==> config.mk <==
export PLATFORM = sky130hd
export DESIGN_NAME = log2_normalize_stage
export DESIGN_NICKNAME = d
export VERILOG_FILES = /design/src/rtl/log2_fixed_point_pkg.sv /design/src/rtl/log2_norm_shifter.sv /design/src/rtl/log2_normalize_stage.sv
export SDC_FILE = /design/constraint.sdc
export NUM_CORES = 1
export LEC_CHECK = 0
export ABC_AREA = 1
export BUFFER_PORTS_ARGS = -buffer_cell sky130_fd_sc_hd__buf_4
export CAP_MARGIN = 20
export CELL_PAD_IN_SITES_DETAIL_PLACEMENT = 0
export CELL_PAD_IN_SITES_GLOBAL_PLACEMENT = 1
export CORE_UTILIZATION = 37
export DETAILED_ROUTE_END_ITERATION = 10
export GPL_TIMING_DRIVEN = 0
export PLACE_DENSITY = 0.74
export RECOVER_POWER = 50
export SKIP_CTS_REPAIR_TIMING = 1
export SYNTH_ARGS = -nofsm -noshare
export SYNTH_HDL_FRONTEND = slang
export SYNTH_SLANG_ARGS = --single-unit
==> constraint.sdc <==
create_clock -name clk -period 1.75 [get_ports clk]
set_input_delay 0.2625 -clock clk [delete_from_list [all_inputs] [get_ports clk]]
set_output_delay 0.2625 -clock clk [all_outputs]
set_load 0.1 [all_outputs]
==> src/rtl/log2_fixed_point_pkg.sv <==
// ---------------------------------------------------------------------------
// log2_fixed_point_pkg
//   Shared constants and helpers for the log2 fixed-point datapath.
//   LOG2_WORD_W : width of the unsigned input word
//   LOG2_CLZ_W  : width of the leading-zero count bus out of the CLZ chain
//   LOG2_INT_W  : width of the integer part of log2 (must hold WORD_W-1)
//   LOG2_FRAC_W : width of the normalised mantissa (WORD_W-1)
//   clz_sat()   : clamps a leading-zero count to WORD_W, so any count of
//                 WORD_W or more uniformly means "the word was zero"
// ---------------------------------------------------------------------------
package log2_fixed_point_pkg;

  localparam int LOG2_WORD_W = 8;
  localparam int LOG2_CLZ_W  = 8;
  localparam int LOG2_INT_W  = 4;
  localparam int LOG2_FRAC_W = LOG2_WORD_W - 1;

  // Malformed counts above WORD_W collapse onto WORD_W, the zero-input code.
  function automatic logic [LOG2_CLZ_W-1:0] clz_sat(input logic [LOG2_CLZ_W-1:0] clz);
    logic [LOG2_CLZ_W-1:0] limit;
    limit = LOG2_CLZ_W'(LOG2_WORD_W);
    return (clz > limit) ? limit : clz;
  endfunction

endpackage

==> src/rtl/log2_norm_shifter.sv <==
// ---------------------------------------------------------------------------
// log2_norm_shifter
//   Combinational logarithmic left barrel shifter used to normalise the input
//   word so that its leading one lands in the MSB. Zeros shift in from the
//   right. A shift amount of WORD_W or more yields an all-zero word.
//   Ports:
//     data_in   : word to normalise
//     shift_amt : left shift distance (saturated leading-zero count)
//     data_out  : data_in << shift_amt, truncated to WORD_W bits
// ---------------------------------------------------------------------------
module log2_norm_shifter
  import log2_fixed_point_pkg::*;
#(
  parameter int WORD_W = LOG2_WORD_W,
  parameter int SH_W   = $clog2(LOG2_WORD_W + 1)
) (
  input  logic [WORD_W-1:0] data_in,
  input  logic [SH_W-1:0]   shift_amt,
  output logic [WORD_W-1:0] data_out
);

  // stage[k] holds the word after the k least significant shift bits applied;
  // each level either passes through or shifts by 2**k.
  logic [WORD_W-1:0] stage [0:SH_W];

  assign stage[0] = data_in;

  for (genvar k = 0; k < SH_W; k++) begin : g_level
    assign stage[k+1] = shift_amt[k] ? (stage[k] << (2 ** k)) : stage[k];
  end

  assign data_out = stage[SH_W];

endmodule

==> src/rtl/log2_normalize_stage.sv <==
// ---------------------------------------------------------------------------
// log2_normalize_stage
//   Consumes the original word plus its leading-zero count from the CLZ chain
//   and produces floor(log2(word)) and the MSB-aligned fraction below the
//   leading one. Two registered stages with valid/ready backpressure; latency
//   two cycles, throughput one word per cycle.
//   Ports:
//     clk      : single rising-edge clock
//     reset    : asynchronous active-high reset, clears all state
//     i_VALID  : upstream word/count valid
//     o_READY  : stage accepts this cycle
//     i_WORD   : original unsigned input word
//     i_RESULT : leading-zero count of i_WORD
//     o_VALID  : output bundle valid
//     i_READY  : downstream accepts this cycle
//     o_INT    : WORD_W-1-clz, or 0 for a zero word
//     o_FRAC   : (word << clz)[WORD_W-2:0], or 0 for a zero word
//     o_ZERO   : input word was zero (count saturated at WORD_W)
// ---------------------------------------------------------------------------
module log2_normalize_stage
  import log2_fixed_point_pkg::*;
#(
  parameter int WORD_W = LOG2_WORD_W,
  parameter int CLZ_W  = LOG2_CLZ_W,
  parameter int INT_W  = LOG2_INT_W,
  parameter int FRAC_W = LOG2_FRAC_W
) (
  input  logic              clk,
  input  logic              reset,
  input  logic              i_VALID,
  output logic              o_READY,
  input  logic [WORD_W-1:0] i_WORD,
  input  logic [CLZ_W-1:0]  i_RESULT,
  output logic              o_VALID,
  input  logic              i_READY,
  output logic [INT_W-1:0]  o_INT,
  output logic [FRAC_W-1:0] o_FRAC,
  output logic              o_ZERO
);

  // Enough bits to carry a saturated count of 0..WORD_W.
  localparam int SH_W = $clog2(WORD_W + 1);

  logic              adv1;
  logic              adv2;

  logic [CLZ_W-1:0]  clz_full;
  logic [SH_W-1:0]   clz_sh;
  logic              in_zero;
  logic [WORD_W-1:0] shifted;

  logic              s1_v;
  logic [WORD_W-1:0] s1_shifted;
  logic [SH_W-1:0]   s1_clz;
  logic              s1_zero;

  logic [INT_W-1:0]  int_next;
  logic [FRAC_W-1:0] frac_next;

  // After saturation the count is at most WORD_W, so the high bits are always
  // zero; after normalisation the leading one sits in the MSB, which the
  // fraction deliberately drops.
  logic [CLZ_W-SH_W-1:0] unused_clz_hi;
  logic                  unused_shifted_msb;

  // Stall chain: a stage may load when it is empty or its successor moves,
  // so bubbles are always absorbed regardless of i_READY.
  assign adv2    = ~o_VALID | i_READY;
  assign adv1    = ~s1_v | adv2;
  assign o_READY = adv1;

  assign clz_full      = clz_sat(i_RESULT);
  assign clz_sh        = clz_full[SH_W-1:0];
  assign unused_clz_hi = clz_full[CLZ_W-1:SH_W];
  assign in_zero       = (clz_full == CLZ_W'(WORD_W));

  log2_norm_shifter #(
    .WORD_W (WORD_W),
    .SH_W   (SH_W)
  ) u_shifter (
    .data_in   (i_WORD),
    .shift_amt (clz_sh),
    .data_out  (shifted)
  );

  // Stage 1: capture the normalised word and saturated count. Data registers
  // only move on an actual load so idle cycles do not toggle them.
  always_ff @(posedge clk or posedge reset) begin
    if (reset) begin
      s1_v       <= 1'b0;
      s1_shifted <= '0;
      s1_clz     <= '0;
      s1_zero    <= 1'b0;
    end else if (adv1) begin
      s1_v <= i_VALID;
      if (i_VALID) begin
        s1_shifted <= shifted;
        s1_clz     <= clz_sh;
        s1_zero    <= in_zero;
      end
    end
  end

  // A nonzero word has a count of at most WORD_W-1, so the subtraction never
  // wraps; a zero word is forced to 0 instead.
  assign int_next  = s1_zero ? '0 : (INT_W'(WORD_W - 1) - INT_W'(s1_clz));
  assign frac_next = s1_zero ? '0 : FRAC_W'(s1_shifted[WORD_W-2:0]);
  assign unused_shifted_msb = s1_shifted[WORD_W-1];

  // Stage 2: registered outputs, held while downstream stalls.
  always_ff @(posedge clk or posedge reset) begin
    if (reset) begin
      o_VALID <= 1'b0;
      o_INT   <= '0;
      o_FRAC  <= '0;
      o_ZERO  <= 1'b0;
    end else if (adv2) begin
      o_VALID <= s1_v;
      if (s1_v) begin
        o_INT  <= int_next;
        o_FRAC <= frac_next;
        o_ZERO <= s1_zero;
      end
    end
  end

endmodule
; Yosys cells after proc, flatten, opt, wreduce, memory -nomap -nowiden
; Index checks and enable logic that the tools add are counted.
[word_totals]
ff_bits = 26
input_bits = 20
output_inout_bits = 14
[op_classes]
addsub = 1
magnitude_cmp = 1
n_eq_ne = 1
muxes = 7
bitwise = 4
n_reduce_logical = 2
[ops]
columns = operator, n
row1 = $mux 7, 5
row2 = $eq 8x4->1 const B, 1
row3 = $gt 8x4->1 const B, 1
row4 = $mux 8, 1
row5 = $mux 4, 1
row6 = $reduce_and 2->1, 2
row7 = $sub 3x4->4 const A, 1
row8 = $not 1->1, 2
row9 = $or 1x1->1, 2

; Depth between registers and ports, before layout
; Gate-level depths: netlist of run 1.
[depth]
depth_word = 6
ltp_mapped = 11
mapped_depth_nobuf = 11

; By module
; Synthesis of run 1 repeated with hierarchy kept, for this count alone.
[hier_totals]
cells_unflattened = 173
area_unflattened_um2 = 1337.5
[by_module_without_submodules]
columns = mod, n_inst, cells_per_inst, area_each_um2, seq_area_each_um2
row1 = log2_normalize_stage, 1, 118, 1044.8, 650.6
row2 = log2_norm_shifter, 1, 55, 292.8, 0.0

; Worst setup path after synthesis of run 1
; Ideal clock, no wire load.
[synth_path]
path_kind = flip-flop to flip-flop
from = register o_VALID
to = register s1_clz[0]
setup_ps = 136
arrival_time_ps = 2731
path_slack_ps = -1117
path_stages_with_launch = 5
path_cell_list = dfrtp_1 -> nand3_1 -> nand2_2 -> clkbuf_1 -> o21ai_0
[synth_via]
elab_chain_len = 4
[synth_lines]
columns = item, line_no
row1 = start: declaration, log2_normalize_stage.sv:34  ; output logic o_VALID,
row2 = start signal: assignment, log2_normalize_stage.sv:118  ; o_VALID <= s1_v;
row3 = $not 1->1, log2_normalize_stage.sv:68  ; assign adv2 = ~o_VALID | i_READY;
row4 = $or 1x1->1, log2_normalize_stage.sv:68
row5 = $or 1x1->1, log2_normalize_stage.sv:69  ; assign adv1 = ~s1_v | adv2;
row6 = via o_READY, log2_normalize_stage.sv:31  ; output logic o_READY,
row7 = $reduce_and 2->1 (no source line), --
row8 = end signal: assignment, log2_normalize_stage.sv:98  ; s1_clz <= clz_sh;
row9 = end: declaration, log2_normalize_stage.sv:54  ; logic [SH_W-1:0] s1_clz;
; The timed path passes the listed nets, and every way through them passes these cells.
; A chain may end at the register's enable or synchronous reset.

; Worst setup path in the final report of run 1
[layout_path]
from = register o_VALID
to = register s1_shifted[3]
[layout_via]
elab_chain_len = 4
[layout_lines]
columns = item, line_no
row1 = $not 1->1, log2_normalize_stage.sv:68
row2 = $or 1x1->1, log2_normalize_stage.sv:68
row3 = $or 1x1->1, log2_normalize_stage.sv:69
row4 = $reduce_and 2->1 (no source line), --
row5 = end signal: assignment, log2_normalize_stage.sv:97  ; s1_shifted <= shifted;
row6 = end: declaration, log2_normalize_stage.sv:53  ; logic [WORD_W-1:0] s1_shifted;
; No other way between the ends.

==> impl_metrics.tcl, run 1 <==
set metrics [dict create \
    worstPathRequired_ns 2.01 \
    dr.pass1.iters 4 \
    skew_ns 0.00207 \
    netlist_area_sq_um 1270 \
    drt-initial-drc-count 36 \
    avgSynthCellArea_sq_um 8.41 \
    finalPower_uw 1200 \
    grt_max_degree 27 \
    peakVddDrop_v 0.000252 \
    fillers 329 \
    ys_ff_latch 26 \
    initial_core_util_pct 40.3 \
    dp_hpwl_mm 2.03 \
    drc_errors 0 \
    clk_latency_ns 0.32 \
    status "complete, no violations" \
    grt_pass1_vias 1031 \
    rows 20 \
    cp_max_fo 6 \
    vias_per_cell 4.67 \
    p_leak_uw 0.000853 \
    p_clk_share_pct 24.5 \
    cp_data_arrival_time_ns 1.78 \
    final-hold-violation-count 0 \
    sw_frac_of_total_pct 31.8 \
    relSlewSlack_pct 37.2 \
    period_minus_slack_ns 1.52 \
    yosysSeqAreaShare_pct 51.2 \
    portBuffers 32 \
    cts_buffers 3 \
    grt_overflow 0 \
    internal-power_uw 820 \
    avgRoutedWirePerCell_um 11.0 \
    setup-violations-final 0 \
    power_density_nw_per_um2 748 \
    worst_slew_pin_slew_ns 0.941 \
    combPwrFrac_pct 22.5 \
    place_congestion 0.850 \
    die_area_sq_um 3670 \
    nets 208 \
    p_switching_uw 383 \
    syn-num-nets 171 \
    io_pins 34 \
    yosysUniqueCellTypes 18 \
    tns_ns 0 \
    grt_pass1_wl_mm 4.44 \
    clkTransAtPathRegs_ns 0.13 \
    vias 1078 \
    drv_cap 0 \
    die_h_um 60.6 \
    wirelength_mm 2.53 \
    diodes 0 \
    final_antenna_net_count 0 \
    cts_buffer_depth 2 \
    antenna_found_initial 0 \
    fmax_mhz 656 \
    hold_path.class "in2async" \
    criticalPathCategory "reg2reg" \
    drive_above_1_share_pct 28.9 \
    netlist_instances 151 \
    ys_warn_count 0 \
    track_usage_pct 16.3 \
    rsz0062_at_grt "no" \
    cts.sinks 26 \
    cp-start-kind "register" \
    worstRegToRegCells 7 \
    core_sq_um 3150 \
    slew_violations 0 \
    final.period_utilization_pct 87.1 \
    cts-root-buf "clkbuf_4" \
    fp.dieW_um 60.6 \
    area.growth.synth_to_final_pct 26.6 \
    cts_tree "yes" \
    htreeDepth 1 \
    sequentialPowerShare_pct 53.0 \
    cp-end-kind "register" \
]
## layout by cell type, fill, tap and decap left out
cell type | synthesis | routed
a21oi_1 | 4 | 4
nand4_1 | 3 | 3
inv_2 | 5 | 5
nor2_2 | 0 | 1
a22o_1 | 3 | 3
nand2_1 | 40 | 40
o21ai_0 | 11 | 11
nor2_8 | 1 | 1
nand3_1 | 16 | 15
dfrtp_4 | 0 | 1
inv_1 | 20 | 20
nor3_4 | 1 | 1
nor2_1 | 6 | 5
nand2_2 | 4 | 4
dfrtp_1 | 26 | 25
clkbuf_8 | 0 | 1
clkbuf_1 | 2 | 2
o22ai_1 | 1 | 1
buf_4 | 0 | 26
o21ai_1 | 4 | 4
nand3_4 | 2 | 3
clkbuf_4 | 0 | 4
clkbuf_2 | 0 | 5
nand2_4 | 2 | 2
## power groups by stage
stage                     combinational [uW]  clock [uW]  sequential, uW
after floorplan                          110           0             730
after global placement                   273           0             649
after detailed placement                 275           0             650
after CTS                                275         309             638
after global routing                     295         333             640
final                                    270         295             638
## layout make-up
cell class,instances,area (sq um),share of cell area [%]
well taps,44,55.1,3.42
multi-input cells,98,533,33.2
inverters,25,93.8,5.84
repair buffers,32,228,14.2
clock buffers,4,36.3,2.26
plain buffers,2,7.51,0.467
flip-flops and latches,26,654,40.7
## logic make-up after synthesis
family | synth area share [%]
buffers and inverters | 7.98
AO/OA/AOI/OAI | 10.0
flip-flops | 51.2
AND/OR/NAND/NOR | 30.7
## metal layers
metal	GRT usage, %	routed length (um)
met4	7.79	45
met3	1.28	116
met5	0	0
met2	28.4	1200
met1	20.4	1160
## worst max-delay path, cell delays in order (launching register included)
cell and delay [ns]:
dfrtp_4 0.52, nand3_4 0.08, nand2_2 0.10, nor3_4 0.31, nand2_1 0.16, inv_1 0.12, o21ai_1 0.07, o21ai_1 0.10
## sequential cells by signal, indices dropped and copies added (netlist names)
register and flops:
o_FRAC 7, s1_shifted 7, o_INT 4, s1_clz 4, o_VALID 1, o_ZERO 1
s1_v 1, s1_zero 1
## synth_stat cells
cell type  number  share of area (%)
o21ai_1         4                1.6
nand2_4         2                1.8
nand4_1         3                1.5
clkbuf_1        2               0.59
a22o_1          3                2.1
inv_1          20                5.9
a21oi_1         4                1.6
dfrtp_1        26                 51
nand3_4         2                2.8
inv_2           5                1.5
nor2_1          6                1.8
o21ai_0        11                4.3
nand2_1        40                 12
o22ai_1         1               0.49
nand3_1        16                6.3
nand2_2         4                2.0
nor3_4          1                1.3
nor2_8          1                1.6
## stage by stage
stage | setup slack (ns) | std cells | area (sq um) | utilization, % | hold slack (ns)
5_1_grt | 0.0485 | 231 | 1610 | 51.0 | 0.200
4_1_cts | 0.179 | 231 | 1620 | 51.3 | 0.171
2_1_floorplan | 0.00879 | 151 | 1290 | - | 0.303
3_5_place_dp | 0.211 | 227 | 1580 | 50.2 | 0.455
3_3_place_gp | 0.237 | 227 | 1580 | 50.2 | 0.448
6_report | 0.226 | 231 | 1610 | 51.0 | 0.142
## final timing paths
kind / from / endpoint / slack (ns)
max reg2reg: o_VALID$_DFFE_PP0P_ / s1_shifted[3]$_DFFE_PP0P_ / 0.23
min reg2reg: s1_clz[0]$_DFFE_PP0P_ / o_INT[0]$_DFFE_PP0P_ / 0.47
max: o_VALID$_DFFE_PP0P_ / s1_shifted[3]$_DFFE_PP0P_ / 0.23
min in group clk: i_RESULT[2] / s1_shifted[4]$_DFFE_PP0P_ / 0.22
min: reset / o_INT[3]$_DFFE_PP0P_ / 0.14
max in group asynchronous: reset / o_VALID$_DFFE_PP0P_ / 0.93
No activity file was read; power rests on OpenSTA's default activity.
==> inputs of run 2 (changes only) <==
--- a/config.mk
+++ b/config.mk
@@ -15,6 +15,7 @@
 export GPL_TIMING_DRIVEN = 0
 export PLACE_DENSITY = 0.74
 export RECOVER_POWER = 50
+export REMOVE_ABC_BUFFERS = 1
 export SKIP_CTS_REPAIR_TIMING = 1
 export SYNTH_ARGS = -nofsm -noshare
 export SYNTH_HDL_FRONTEND = slang
==> impl_metrics.tcl, run 2 (synthesized netlist as in run 1, its figures left out) <==
set metrics [dict create \
    final_antenna_net_count 0 \
    rsz0062_at_grt "no" \
    gr-usage-met3_pct 2.56 \
    place_congestion 0.827 \
    worstReg2RegStart "o_VALID$_DFFE_PP0P_" \
    core_sq_um 3150 \
    whs_ns 0.138 \
    cts_buffers 3 \
    skew_ns 0.00656 \
    vias_per_cell 4.76 \
    die_h_um 60.6 \
    drive_above_1_share_pct 28.9 \
    avgRoutedWirePerCell_um 10.9 \
    grt_overflow 0 \
    grt_pass1_vias 1012 \
    io_pins 34 \
    p_leak_uw 0.000862 \
    fp.dieW_um 60.6 \
    initial_core_util_pct 40.3 \
    final_common_cell "nand2_1" \
    cts-root-buf "clkbuf_4" \
    area.growth.synth_to_final_pct 26.4 \
    clk_latency_ns 0.31 \
    criticalPathCategory "reg2reg" \
    die_area_sq_um 3670 \
    grt_max_degree 27 \
    fillers 319 \
    cts_tree "yes" \
    final_util_pct 50.9 \
    dr.pass1.iters 4 \
    seqCellArea_sq_um 651 \
    relSlewSlack_pct 38.1 \
    rows 20 \
    cts.sinks 26 \
    vias 1099 \
    grt_pass1_wl_mm 4.43 \
    r2r_end "o_INT[2]$_DFFE_PP0P_" \
    setup-violations-final 0 \
    period_minus_slack_ns 1.54 \
    cp-end-kind "register" \
    final-hold-violation-count 0 \
    antenna_found_initial 0 \
    final.period_utilization_pct 87.9 \
    nets 209 \
    worstPathRequired_ns 1.99 \
    busiest_layer "met2" \
    use_met1_pct 21.7 \
    drv_cap 0 \
    status "complete, no violations" \
    power_density_nw_per_um2 710 \
    rrSetupSlack_ns 0.21 \
    worst_slew_pin_slew_ns 0.927 \
    layout_common_cells "nand2_1, buf_4, dfrtp_1, inv_1, nand3_1" \
    peakVddDrop_v 0.000231 \
    track_usage_pct 16.5 \
    drt-initial-drc-count 53 \
    worstRegToRegCells 5 \
    clkTransAtPathRegs_ns 0.13 \
    cts_buffer_depth 2 \
    cp_max_fo 13 \
    cp_data_arrival_time_ns 1.78 \
    hold_path.class "in2async" \
    drc_errors 0 \
    cp-start-kind "register" \
    multiInputGateArea_sq_um 526 \
    dp_hpwl_mm 1.91 \
    slew_violations 0 \
    fmax_mhz 650 \
    portBuffers 32 \
    reg_top3 "o_FRAC (7), s1_shifted (7)" \
    diodes 0 \
    met2_usage_pct 26.4 \
    htreeDepth 1 \
    wirelength_mm 2.51 \
]
## run 2: cell count changes in the layout (fill, tap and decap cells not counted)
cell,delta
nor2_4,+1
clkbuf_1,-2
nand3_1,+1
dfrtp_1,+1
clkbuf_2,-3
nand3_4,-1
clkbuf_8,-1
buf_4,+6
dfrtp_4,-1
nor2_2,-1
## run 2: stage by stage
step	worst slack, ns	power (uW)	TNS [ns]	instance area [sq um]	cells
floorplan	-1.22	827	-15.67	1260	149
global placement	0.0491	907	0	1560	225
detailed placement	-0.00876	911	-0.0198	1560	225
CTS	-0.0474	1150	-0.214	1580	228
global route	0.0591	1200	0	1610	231
finish	0.211	1140	0	1610	231
## run 2: cell type report
class / instances / share of cell area, %
clock buffers: 3 / 1.40
inverters: 25 / 5.85
well taps: 44 / 3.43
multi-input cells: 98 / 32.7
repair buffers: 35 / 16.1
flip-flops and latches: 26 / 40.5
## run 2: critical path, stage by stage (launching register included)
cell	delay, ns
dfrtp_1	0.42
nand2_1	0.11
nand2_1	0.32
nor2_4	0.29
inv_1	0.15
o21ai_0	0.18
## run 2: power by group
group / switching, uW / total, uW / internal [uW] / leakage [uW]
registers: 11.5 / 631 / 619 / 0.000342
clock network: 160 / 240 / 80.6 / 0.0000138
logic: 201 / 269 / 68.0 / 0.000506
total: 372 / 1140 / 768 / 0.000862
## run 2: worst max path at each step
stage	startpoint	endpoint	slack (ns)	depth (start not counted)
after floorplan	o_VALID$_DFFE_PP0P_	s1_shifted[3]$_DFFE_PP0P_	-1.22	7
after global placement	o_VALID$_DFFE_PP0P_	o_FRAC[1]$_DFFE_PP0P_	0.05	5
after detailed placement	o_VALID$_DFFE_PP0P_	o_INT[2]$_DFFE_PP0P_	-0.009	5
after CTS	o_VALID$_DFFE_PP0P_	o_INT[2]$_DFFE_PP0P_	-0.05	5
after global routing	o_VALID$_DFFE_PP0P_	o_INT[3]$_DFFE_PP0P_	0.06	5
final	o_VALID$_DFFE_PP0P_	o_INT[2]$_DFFE_PP0P_	0.21	5
## run 2: layer usage
layer | wire (um) | vias up | share of wire (%)
li1 | - | 557 | -
met2 | 1160 | 39 | 46
met3 | 130 | 4 | 5.2
met5 | 0 | - | 0
met1 | 1180 | 499 | 47
met4 | 39 | 0 | 1.6
==> inputs of run 3 (changes only) <==
--- a/config.mk
+++ b/config.mk
@@ -14,7 +14,7 @@
 export DETAILED_ROUTE_END_ITERATION = 10
 export GPL_TIMING_DRIVEN = 0
 export PLACE_DENSITY = 0.74
-export RECOVER_POWER = 50
+export RECOVER_POWER = 25
 export REMOVE_ABC_BUFFERS = 1
 export SKIP_CTS_REPAIR_TIMING = 1
 export SYNTH_ARGS = -nofsm -noshare
==> impl_metrics.tcl, run 3 (synthesized netlist as in run 1, its figures left out) <==
set metrics [dict create \
    drive_above_1_share_pct 28.9 \
    cp-end-kind "register" \
    area.growth.synth_to_final_pct 26.8 \
    wirelength_mm 2.52 \
    grt_max_degree 27 \
    cts_buffers 3 \
    grt_pass1_vias 1012 \
    final-hold-violation-count 0 \
    cts_tree "yes" \
    finalPower_uw 1140 \
    critPathMaxStageDelay_ns 0.42 \
    cp-start-kind "register" \
    finalWorstSetupSlack_ns 0.213 \
    setup-violations-final 0 \
    cp_max_fo 13 \
    cts.sinks 26 \
    portBuffers 32 \
    drv_cap 0 \
    rrSetupSlack_ns 0.21 \
    status "complete, no violations" \
    vias_per_cell 4.76 \
    drt-initial-drc-count 52 \
    avgRoutedWirePerCell_um 10.9 \
    relSlewSlack_pct 38.2 \
    cts-root-buf "clkbuf_4" \
    cts_buffer_depth 2 \
    rows 20 \
    clk_latency_ns 0.31 \
    peakVddDrop_v 0.000231 \
    skew_ns 0.00581 \
    crit_slowest_cell "dfrtp_1" \
    power_density_nw_per_um2 709 \
    core_sq_um 3150 \
    final.period_utilization_pct 87.8 \
    nets 209 \
    p_leak_uw 0.000864 \
    worst_slew_pin_slew_ns 0.926 \
    place_congestion 0.827 \
    die_h_um 60.6 \
    path_delay_family "simple AND/OR/NAND/NOR gates" \
    die_area_sq_um 3670 \
    grt_pass1_wl_mm 4.43 \
    worstRegToRegCells 5 \
    initial_core_util_pct 40.3 \
    final_common_cell "nand2_1" \
    hold_path.class "in2async" \
    fp.dieW_um 60.6 \
    reg_top3 "o_FRAC (7), s1_shifted (7)" \
    vias 1099 \
    io_pins 34 \
    grt_overflow 0 \
    dp_hpwl_mm 1.91 \
    antenna_found_initial 0 \
    rsz0062_at_grt "no" \
    clkTransAtPathRegs_ns 0.13 \
    diodes 0 \
    fmax_mhz 651 \
    fillers 317 \
    slew_violations 0 \
    r2r_end "o_INT[2]$_DFFE_PP0P_" \
    cp_data_arrival_time_ns 1.77 \
    critical_path_buf_inv_count 1 \
    layout_common_cells "nand2_1, buf_4, dfrtp_1, inv_1, nand3_1" \
    criticalPathCategory "reg2reg" \
    crit_top_cell "nand2_1" \
    path_cells "nand2_1, nand2_1, nor2_4, inv_1, o21ai_0" \
    final_util_pct 51.1 \
    tns_ns 0 \
    worstPathRequired_ns 1.99 \
    place_ws_ns -0.00876 \
    final_antenna_net_count 0 \
    dr.pass1.iters 4 \
    worstReg2RegStart "o_VALID$_DFFE_PP0P_" \
    htreeDepth 1 \
    period_minus_slack_ns 1.54 \
    drc_errors 0 \
    track_usage_pct 16.5 \
]
-- run 3: metal layers --
| layer | GRT usage, % | routed length (um) | share of wire, % |
|---|---|---|---|
| met2 | 26.4 | 1160 | 46 |
| met1 | 21.7 | 1180 | 47 |
| met5 | 0 | 0 | 0 |
| met4 | 8.77 | 39 | 1.6 |
| met3 | 2.56 | 130 | 5.2 |
-- run 3: worst max path at each step --
stage	start	endpoint	cells past startpoint
after floorplan	o_VALID$_DFFE_PP0P_	s1_shifted[3]$_DFFE_PP0P_	7
after global placement	o_VALID$_DFFE_PP0P_	o_FRAC[1]$_DFFE_PP0P_	5
after detailed placement	o_VALID$_DFFE_PP0P_	o_INT[2]$_DFFE_PP0P_	5
after CTS	o_VALID$_DFFE_PP0P_	o_INT[2]$_DFFE_PP0P_	5
after global routing	o_VALID$_DFFE_PP0P_	o_INT[3]$_DFFE_PP0P_	5
final	o_VALID$_DFFE_PP0P_	o_INT[2]$_DFFE_PP0P_	5
-- run 3: cell type report --
class,count,area [sq um],share of cell area (%)
clock buffer,3,22.5,1.40
sequential,26,651,40.4
tap,44,55.1,3.42
inverter,25,93.8,5.83
timing repair buffer,35,263,16.3
multi-input combinational,98,526,32.6
-- run 3: through the flow --
step | cells | hold WS [ns] | area [sq um]
6_report | 231 | 0.137 | 1610
5_1_grt | 231 | 0.219 | 1610
4_1_cts | 228 | 0.182 | 1580
3_5_place_dp | 225 | 0.453 | 1560
3_3_place_gp | 225 | 0.449 | 1560
2_1_floorplan | 149 | 0.303 | 1260
-- run 3: power breakdown --
group | switching (uW) | internal [uW] | leakage (uW)
Clock | 161 | 80.6 | 0.0000138
Combinational | 200 | 68.8 | 0.000508
Sequential | 11.6 | 619 | 0.000342
